`src/rtl/rrf_alloc_if.sv`:
```
// Dispatch/commit/recovery signal bundle for the rename-register allocator.
// The core (master) drives requests and commit/flush info; the allocator (slave) returns grants.
interface rrf_alloc_if #(
  parameter int RRF_SEL = 6
);
  logic               req1;
  logic               req2;
  logic               stall_in;
  logic [1:0]         comnum;
  logic [RRF_SEL-1:0] comptr;
  logic               prmiss;
  logic [RRF_SEL-1:0] rollback_ptr;
  logic               dp1;
  logic               dp2;
  logic [RRF_SEL-1:0] dp1_addr;
  logic [RRF_SEL-1:0] dp2_addr;
  logic [RRF_SEL-1:0] dispatchptr;
  logic [RRF_SEL:0]   rrf_freenum;
  logic               recovering;
  logic               err;

  modport master (
    output req1, req2, stall_in, comnum, comptr, prmiss, rollback_ptr,
    input  dp1, dp2, dp1_addr, dp2_addr, dispatchptr, rrf_freenum, recovering, err
  );

  modport slave (
    input  req1, req2, stall_in, comnum, comptr, prmiss, rollback_ptr,
    output dp1, dp2, dp1_addr, dp2_addr, dispatchptr, rrf_freenum, recovering, err
  );
endinterface

```
`src/rtl/rrf_alloc_ctrl.sv`:
```
// Rename/reorder-buffer entry allocator: up to two in-order grants per cycle,
// commit-driven free accounting, and misprediction rollback with a short grant blackout.
module rrf_alloc_ctrl #(
  parameter int RRF_NUM     = 64,
  parameter int RRF_SEL     = 6,
  parameter int RECOVER_LAT = 1
) (
  input  logic             clk,
  input  logic             reset,
  rrf_alloc_if.slave       bus
);

  typedef enum logic {NORMAL = 1'b0, RECOVER = 1'b1} state_t;

  localparam logic [RRF_SEL:0]   NUM_W   = (RRF_SEL+1)'(RRF_NUM);
  localparam logic [RRF_SEL+1:0] NUM_X   = (RRF_SEL+2)'(RRF_NUM);
  localparam logic [3:0]         LAT_W   = 4'(RECOVER_LAT);

  state_t             r_state;
  logic [3:0]         r_cnt;
  logic [RRF_SEL-1:0] r_dispatchptr;
  logic [RRF_SEL:0]   r_freenum;
  logic               r_err;

  logic               w_dp1;
  logic               w_dp2;
  logic [1:0]         w_comnum;
  logic [RRF_SEL+1:0] w_sum;
  logic               w_ovf;
  logic [RRF_SEL:0]   w_sat;
  logic [RRF_SEL:0]   w_free_nxt;
  logic [RRF_SEL-1:0] w_ptr_nxt;
  logic [RRF_SEL-1:0] w_rb_occ;
  logic [RRF_SEL:0]   w_rb_free;
  logic               w_req_err;
  logic               w_com_err;

  // Grants look only at the registered free count, so same-cycle commits help next cycle.
  assign w_dp1 = ~reset & bus.req1 & ~bus.stall_in & ~bus.prmiss &
                 (r_state == NORMAL) & (r_freenum >= (RRF_SEL+1)'(1));
  assign w_dp2 = w_dp1 & bus.req2 & (r_freenum >= (RRF_SEL+1)'(2));

  assign w_req_err = bus.req2 & ~bus.req1;
  assign w_com_err = (bus.comnum == 2'd3);
  assign w_comnum  = w_com_err ? 2'd2 : bus.comnum;

  assign w_sum      = {1'b0, r_freenum} + (RRF_SEL+2)'(w_comnum);
  assign w_ovf      = (w_sum > NUM_X);
  assign w_sat      = w_ovf ? NUM_W : w_sum[RRF_SEL:0];
  assign w_free_nxt = w_sat - (RRF_SEL+1)'(w_dp1) - (RRF_SEL+1)'(w_dp2);
  assign w_ptr_nxt  = r_dispatchptr + RRF_SEL'(w_dp1) + RRF_SEL'(w_dp2);

  // Rollback: everything from comptr up to (not including) rollback_ptr stays live;
  // equal pointers mean the buffer is completely full.
  assign w_rb_occ  = bus.rollback_ptr - bus.comptr;
  assign w_rb_free = (w_rb_occ == '0) ? '0 : (NUM_W - (RRF_SEL+1)'(w_rb_occ));

  always_ff @(posedge clk) begin
    if (reset) begin
      r_state       <= NORMAL;
      r_cnt         <= 4'd0;
      r_dispatchptr <= '0;
      r_freenum     <= NUM_W;
      r_err         <= 1'b0;
    end else begin
      r_err <= r_err | w_req_err | w_com_err | (~bus.prmiss & w_ovf);
      if (bus.prmiss) begin
        r_state       <= RECOVER;
        r_cnt         <= LAT_W;
        r_dispatchptr <= bus.rollback_ptr;
        r_freenum     <= w_rb_free;
      end else begin
        r_dispatchptr <= w_ptr_nxt;
        r_freenum     <= w_free_nxt;
        if (r_state == RECOVER) begin
          r_cnt <= r_cnt - 4'd1;
          if (r_cnt <= 4'd1) r_state <= NORMAL;
        end
      end
    end
  end

  assign bus.dp1         = w_dp1;
  assign bus.dp2         = w_dp2;
  assign bus.dp1_addr    = r_dispatchptr;
  assign bus.dp2_addr    = r_dispatchptr + RRF_SEL'(1);
  assign bus.dispatchptr = r_dispatchptr;
  assign bus.rrf_freenum = r_freenum;
  assign bus.recovering  = (r_state == RECOVER);
  assign bus.err         = r_err;

endmodule

```
`src/flat_wrapper.sv`:
```
// flat-port wrapper written by rule: the top's interface ports become plain ports
module rrf_alloc_ctrl_flat 
#(
  parameter int RRF_NUM     = 64,
  parameter int RRF_SEL     = 6,
  parameter int RECOVER_LAT = 1
)
  (clk, reset, bus_req1, bus_req2, bus_stall_in, bus_comnum, bus_comptr, bus_prmiss, bus_rollback_ptr, bus_dp1, bus_dp2, bus_dp1_addr, bus_dp2_addr, bus_dispatchptr, bus_rrf_freenum, bus_recovering, bus_err);
  rrf_alloc_if #(.RRF_SEL(RRF_SEL)) bus_i ();
  input  logic clk;
  input  logic reset;
  input wire logic [$bits(bus_i.req1)-1:0] bus_req1;
  input wire logic [$bits(bus_i.req2)-1:0] bus_req2;
  input wire logic [$bits(bus_i.stall_in)-1:0] bus_stall_in;
  input wire logic [$bits(bus_i.comnum)-1:0] bus_comnum;
  input wire logic [$bits(bus_i.comptr)-1:0] bus_comptr;
  input wire logic [$bits(bus_i.prmiss)-1:0] bus_prmiss;
  input wire logic [$bits(bus_i.rollback_ptr)-1:0] bus_rollback_ptr;
  output wire logic [$bits(bus_i.dp1)-1:0] bus_dp1;
  output wire logic [$bits(bus_i.dp2)-1:0] bus_dp2;
  output wire logic [$bits(bus_i.dp1_addr)-1:0] bus_dp1_addr;
  output wire logic [$bits(bus_i.dp2_addr)-1:0] bus_dp2_addr;
  output wire logic [$bits(bus_i.dispatchptr)-1:0] bus_dispatchptr;
  output wire logic [$bits(bus_i.rrf_freenum)-1:0] bus_rrf_freenum;
  output wire logic [$bits(bus_i.recovering)-1:0] bus_recovering;
  output wire logic [$bits(bus_i.err)-1:0] bus_err;
  assign bus_i.req1 = bus_req1;
  assign bus_i.req2 = bus_req2;
  assign bus_i.stall_in = bus_stall_in;
  assign bus_i.comnum = bus_comnum;
  assign bus_i.comptr = bus_comptr;
  assign bus_i.prmiss = bus_prmiss;
  assign bus_i.rollback_ptr = bus_rollback_ptr;
  assign bus_dp1 = bus_i.dp1;
  assign bus_dp2 = bus_i.dp2;
  assign bus_dp1_addr = bus_i.dp1_addr;
  assign bus_dp2_addr = bus_i.dp2_addr;
  assign bus_dispatchptr = bus_i.dispatchptr;
  assign bus_rrf_freenum = bus_i.rrf_freenum;
  assign bus_recovering = bus_i.recovering;
  assign bus_err = bus_i.err;
  rrf_alloc_ctrl #(.RRF_NUM(RRF_NUM), .RRF_SEL(RRF_SEL), .RECOVER_LAT(RECOVER_LAT)) u_core (.clk(clk), .reset(reset), .bus(bus_i));
endmodule
```
`config.mk`:
```
export PLATFORM = sky130hd
export DESIGN_NAME = rrf_alloc_ctrl_flat
export DESIGN_NICKNAME = d
export VERILOG_FILES = /design/src/rtl/rrf_alloc_if.sv /design/src/rtl/rrf_alloc_ctrl.sv /design/src/flat_wrapper.sv
export SDC_FILE = /design/constraint.sdc
export NUM_CORES = 1
export LEC_CHECK = 0
export CAP_MARGIN = 20
export CORE_MARGIN = 5
export CORE_UTILIZATION = 29
export CTS_BUF_LIST = sky130_fd_sc_hd__clkbuf_4 sky130_fd_sc_hd__clkbuf_8
export CTS_CLUSTER_DIAMETER = 40
export DETAILED_ROUTE_END_ITERATION = 8
export HOLD_SLACK_MARGIN = 0.15
export MAX_ROUTING_LAYER = met4
export PLACE_DENSITY_LB_ADDON = 0.05
export SETUP_SLACK_MARGIN = 0.1
export SLEW_MARGIN = 15
export SYNTH_ARGS = -nofsm -noshare
export SYNTH_HDL_FRONTEND = slang
export SYNTH_SLANG_ARGS = --single-unit
```
`constraint.sdc`:
```
create_clock -name clk -period 3.1 [get_ports clk]
set_input_delay 0.465 -clock clk [delete_from_list [all_inputs] [get_ports clk]]
set_output_delay 0.465 -clock clk [all_outputs]
set_load 0.02 [all_outputs]
```
Yosys cells after proc, flatten, opt, wreduce, memory -nomap -nowiden
Index checks and enable logic that the tools add are counted.
- bitwise logic cells: 17
- add/subtract/negate cells: 9
- magnitude comparators: 4
- reduce and logical (&&, ||, !) cells: 3
- equal/unequal tests: 1
- muxes and demuxes: 10
- operators with widths (kind ; number):
    $mux W7 ; 3
    $sub A7 B1 Y7 ; 2
    $add A6 B1 Y6 ; 2
    $and A1 B1 Y1 ; 9
    $add A7 B2 Y8 ; 1
    $gt A8 B7 Y1 const B ; 1
    $ge A7 B1 Y1 const B ; 1
    $ge A7 B2 Y1 const B ; 1
    $sub A7 B6 Y7 const A ; 1
    $add A6 B1 Y6 const B ; 1
    $logic_not A6 Y1 ; 1
    $mux W6 ; 1
    $sub A6 B6 Y6 ; 1
    $mux W1 ; 5
    $not A1 Y1 ; 5
    $le A4 B1 Y1 const B ; 1
    $sub A4 B1 Y4 const B ; 1
    $or A1 B1 Y1 ; 3
    $eq A2 B2 Y1 const B ; 1
    $mux W2 ; 1
    $reduce_bool A2 Y1 ; 1
    $reduce_or A2 Y1 ; 1
- logic and storage cells: 50
- output and inout port bits: 29
- bits of input ports: 20
- register bits after elaboration: 19

Depth between registers and ports, before layout
- word-level depth: 10
- depth in mapped cells: 12
- depth with buffers taken out: 12

Worst setup path before layout
OpenSTA, ideal clock, no wires.
- path type: in2reg
- from: input port bus_comnum[0]
- to: register u_core.r_freenum[4] (netlist: u_core.bus.rrf_freenum[4])
- setup slack: -0.051 ns
- data required time: 3.025 ns
- setup time: 0.075 ns
- buffers on the path: 0
- stages on the path: 12
- arrival time: 3.076 ns
- cells stage by stage: nor2b_1 > ha_1 > fa_1 > nand2_1 > nor2_1 > mux2i_1 > nand2_1 > fa_1 > ha_1 > a211oi_1 > a21oi_1 > o22ai_1
- longest elaborated chain between the ends: 8
- RTL lines (element ; line ; RTL):
    from (decl) ; flat_wrapper.sv:15 ; input wire logic [$bits(bus_i.comnum)-1:0] bus_comnum;
    $eq A2 B2 Y1 ; rrf_alloc_ctrl.sv:44 ; assign w_com_err = (bus.comnum == 2'd3);
    $mux W2 * ; rrf_alloc_ctrl.sv:45 ; assign w_comnum = w_com_err ? 2'd2 : bus.comnum;
    $add A7 B2 Y8 * ; rrf_alloc_ctrl.sv:47 ; assign w_sum = {1'b0, r_freenum} + (RRF_SEL+2)'(w_comnum);
    $gt A8 B7 Y1 ; rrf_alloc_ctrl.sv:48 ; assign w_ovf = (w_sum > NUM_X);
    $mux W7 * ; rrf_alloc_ctrl.sv:49 ; assign w_sat = w_ovf ? NUM_W : w_sum[RRF_SEL:0];
    $sub A7 B1 Y7 * (2 in series) ; rrf_alloc_ctrl.sv:50 ; assign w_free_nxt = w_sat - (RRF_SEL+1)'(w_dp1) - (RRF_SEL+1)'(w_dp2);
    $mux W7 * ; rrf_alloc_ctrl.sv:67 ; if (bus.prmiss) begin
    to (signal assigned) ; rrf_alloc_ctrl.sv:71 ; r_freenum <= w_rb_free;
    to (signal assigned) ; rrf_alloc_ctrl.sv:74 ; r_freenum <= w_free_nxt;
    to (decl) ; rrf_alloc_ctrl.sv:22 ; logic [RRF_SEL:0] r_freenum;
Every way passes the cells marked *; elsewhere a longest branch is shown, timed or not.
A chain may end at the register's enable or synchronous reset.

Worst setup path after layout
- from: input port bus_comnum[0]
- to: register u_core.r_freenum[3] (netlist: u_core.bus.rrf_freenum[3])
Same word-level chain as after synthesis.

==> results.rst <==
.. list-table::
   :header-rows: 1

   * - Metric
     - Value
   * - Worst path arrival time
     - around 3000 ps
   * - Average wire per standard cell
     - 13.7 um
   * - Clock slew at reported path FFs
     - about 90 ps
   * - Crit end category
     - flip-flop
   * - Worst-case vdd ir drop
     - ~0.15 mV
   * - Length of routed wiring on met1
     - around 2.3 mm
   * - Via count of the first global-routing pass
     - between 1,500 and 2,000
   * - Floorplan die width
     - between 80 and 90 um
   * - Met2 Routed Length
     - approximately 2.2 mm
   * - Number of nets in the layout
     - 311
   * - Endpoint of the worst hold-timing path
     - u_core.r_cnt[1]
   * - Post-Syn Area
     - about 1800 sq um
   * - Row Count
     - 28
   * - Remaining global-route overflow
     - 0
   * - Sink count of the clock tree
     - 19
   * - Worst clock skew
     - slightly above 10 ps
   * - Final routed wirelength across all metal layers
     - 4.77 mm
   * - Cell count after synthesis
     - 221
   * - CTS tree
     - done
   * - Worst-case reg-to-reg path depth
     - 10
   * - Crit path launch type
     - input pin
   * - Deepest level of the CTS H-tree
     - 1
   * - Top routing layer in use
     - met4
   * - Global-route usage over all layers
     - 0.132
   * - Slew at the pin closest to its max-slew limit
     - just under 500 ps
   * - Fmax
     - approximately 0.35 GHz
   * - Hold path startpoint
     - u_core.r_cnt[1]
   * - Setup repair after global routing missed its margin
     - false
   * - Area of placed instances
     - between 2000 and 2500 sq um
   * - Weighted congestion at the end of routability-driven global placement
     - roughly 0.78
   * - Critical path fanouts, max
     - 3
   * - Number of synthesized register bits
     - 19
   * - Slew Limit Fails
     - 0
   * - Iteration count of the initial detailed-routing pass
     - 4
   * - Critical path data required time
     - approximately 3200 ps
   * - Register area share after synthesis
     - 0.215
   * - Synthesized Nets
     - approximately 260
   * - Leakage power of the design
     - slightly above 1 nW
   * - Total area of sequential cells
     - about 380 sq um
   * - Largest net degree at the start of global routing
     - 17
   * - ANT nets after route
     - 0
   * - Height of the die
     - between 80 and 90 um
   * - Final number of hold-violating endpoints
     - 0
   * - Minimum clock period
     - 2890 ps
   * - Part of the cycle the worst path needs
     - 0.932
   * - Mapped Avg Cell Area
     - around 8 sq um
   * - Area overhead of the layout relative to synthesis
     - 38.4%
   * - Commonest register cell after synthesis
     - dfxtp_1
   * - Final setup violating endpoints
     - 0
   * - Quantity of I/O buffers inserted on ports
     - 48
   * - Hold Path Cell Cnt
     - 2
   * - Clk Tree Root Cell
     - clkbuf_8
   * - Max-Slew Margin vs Limit
     - 0.675
   * - Die ar.
     - slightly below 8000 sq um
   * - Pre-CTS WS
     - -209 ps
   * - Initial drt markers
     - between 50 and 60
   * - Half-perimeter wire length of the detailed placement result
     - ~3.8 mm
   * - Post-route design area
     - 2440 sq um
   * - I/O pin count
     - 49
   * - Class of the tightest hold or removal check
     - flip-flop to flip-flop
   * - Met3 WL
     - between 150 and 200 um
   * - Area of the multi-input gates
     - 1260 sq um
   * - Total vias in the final route
     - ~1,700
   * - Yosys synthesis warning count
     - 0
   * - Outcome
     - complete, no violations
   * - Initial antenna violation count
     - 0
   * - Total inserted antenna cells
     - 0
   * - Floorplan Core Area
     - ~5900 sq um
   * - Filler cell count
     - roughly 640
   * - Pwr per Cell Area
     - ~370 nW/um^2
   * - CTS Buf Count
     - 3
   * - Residual DRC
     - 0
   * - Register-to-register setup slack
     - between 600 and 700 ps
   * - Async set-reset flop share out of synthesis
     - 0
   * - Distinct cells, synth
     - 48
   * - Crit Reg-Reg Startpoint
     - u_core.bus.rrf_freenum[3]
   * - Clock latency on the worst-skew pair
     - approximately 260 ps
   * - Slack of the critical path
     - 212 ps
   * - First-pass GRT wire length
     - approximately 7.9 mm
   * - Kind of critical path
     - input pin to flip-flop
   * - CTS Hold Bufs
     - 0
   * - Initial core utilization
     - 0.298
   * - Total negative setup slack
     - 0 ps
   * - Number of enable flip-flop cells after synthesis
     - 0
   * - Average vias per placed instance
     - 4.80
   * - Maximum number of buffers from clock root to sink
     - 2
   * - Endpoint of the worst-slack reg-to-reg timing path
     - u_core.bus.rrf_freenum[3]
   * - Fraction of final layout cells with drive strength greater than 1
     - 0.132
   * - Final Core Density
     - 0.413
   * - Max-cap violations
     - 0
cells in the mapped netlist, types with 2 or more instances:
| master | count | share of area |
|---|---|---|
| dfxtp_1 | 19 | 0.22 |
| or2_1 | 2 | 0.0071 |
| nand2_1 | 12 | 0.025 |
| nor2_1 | 26 | 0.055 |
| a211o_1 | 2 | 0.0099 |
| nor4b_1 | 2 | 0.0099 |
| nor3b_1 | 2 | 0.0085 |
| a21o_1 | 3 | 0.013 |
| o21a_1 | 2 | 0.0085 |
| clkbuf_1 | 7 | 0.015 |
| nor2b_1 | 5 | 0.018 |
| fa_1 | 4 | 0.045 |
| o22ai_1 | 4 | 0.014 |
| or3_1 | 2 | 0.0071 |
| a21oi_1 | 13 | 0.037 |
| a31oi_1 | 2 | 0.0071 |
| o21ai_0 | 6 | 0.017 |
| o221ai_1 | 2 | 0.0099 |
| o21bai_1 | 2 | 0.0085 |
| nand3_1 | 11 | 0.031 |
| buf_6 | 3 | 0.019 |
| ha_1 | 13 | 0.092 |
| mux2i_1 | 4 | 0.023 |
| xor2_1 | 10 | 0.050 |
| a211oi_1 | 2 | 0.0085 |
| inv_1 | 13 | 0.028 |
| buf_4 | 7 | 0.030 |
| xnor2_1 | 12 | 0.059 |
| and3_1 | 4 | 0.014 |
| nor3_1 | 7 | 0.020 |
routing by layer:
layer  vias to the layer above  GRT usage
li1                        867          -
met1                       768      0.164
met2                        33      0.227
met3                         4     0.0207
met4                         0     0.0288
met5                         -          -
critical path, cell delays in order:
cell and delay (ps):
clkdlybuf4s50_1 470, nor2b_1 140, ha_2 200, fa_2 190
nand2_1 70, nor2_2 130, mux2i_2 240, nand2_1 110
fa_2 390, buf_4 160, nand2_1 90, nor3b_1 60
a31oi_1 170, o221ai_1 130
registers in the layout (all words and copies together), names as in the netlist:
name,flops
u_core.bus.err,1
u_core.r_cnt,4
u_core.bus.recovering,1
u_core.bus.dispatchptr,6
u_core.bus.rrf_freenum,7
worst max-delay path by stage:
stage	from	to
2_1_floorplan	bus_comnum[0]	u_core.bus.rrf_freenum[4]
3_3_place_gp	bus_comnum[0]	u_core.bus.rrf_freenum[4]
3_5_place_dp	bus_comnum[0]	u_core.bus.rrf_freenum[4]
4_1_cts	reset	bus_dp2
5_1_grt	bus_comnum[0]	u_core.bus.rrf_freenum[3]
6_report	bus_comnum[0]	u_core.bus.rrf_freenum[3]
timing repair:
| item | in CTS | in global routing |
|---|---|---|
| gates resized for setup | 2 | 5 |
| pin swaps | 0 | 1 |
| endpoints found under the setup margin | 3 | 5 |
| buffers inserted | 0 | 0 |
layout by cell type, fill, tap and decap left out, types with 2 or more instances in the layout:
cell	count
nor2_2	2
clkbuf_8	3
a31oi_1	2
buf_4	18
o22ai_1	4
nor2_1	25
a21oi_1	13
nor3_1	7
inv_1	13
a211o_1	2
o221ai_1	2
and3_1	4
o21bai_1	2
nor3b_1	2
xor2_1	10
xnor2_1	12
ha_1	11
mux2i_1	3
or2_1	2
nand3_1	11
clkdlybuf4s50_1	47
nand2_1	12
fa_1	2
o21ai_0	6
o21a_1	2
or3_1	2
dfxtp_1	19
fa_2	2
a21o_1	3
nor2b_1	5
metrics by stage:
step / hold slack (ps) / power, mW / std cells
after CTS: 530 / 0.917 / 348
after detailed placement: 508 / 0.727 / 344
after global placement: 507 / 0.730 / 344
final: 518 / 0.906 / 348
after global routing: 575 / 0.970 / 348
after floorplan: 484 / 0.577 / 221
kinds of logic after synthesis:
group,count (synthesis),synth area share
AND/OR/NAND/NOR,82,0.237
XOR/XNOR,22,0.109
flip-flops,19,0.215
adder cells (fa/ha/maj),17,0.137
AO/OA/AOI/OAI,46,0.185
multiplexers,4,0.0227
buffers and inverters,31,0.0935
report_power, final:
part / switching [mW] / internal, mW
combinational: 0.200 / 0.210
sequential: 0.0443 / 0.265
clock: 0.0959 / 0.0908
final cells by class:
type	count	share of cell area
clock buffers	3	0.0169
clock inverters	1	0.00307
inverters	13	0.0200
multi-input cells	171	0.515
flip-flops and latches	19	0.156
well taps	75	0.0384
repair buffers	66	0.251
No activity file was read; power rests on OpenSTA's default activity.
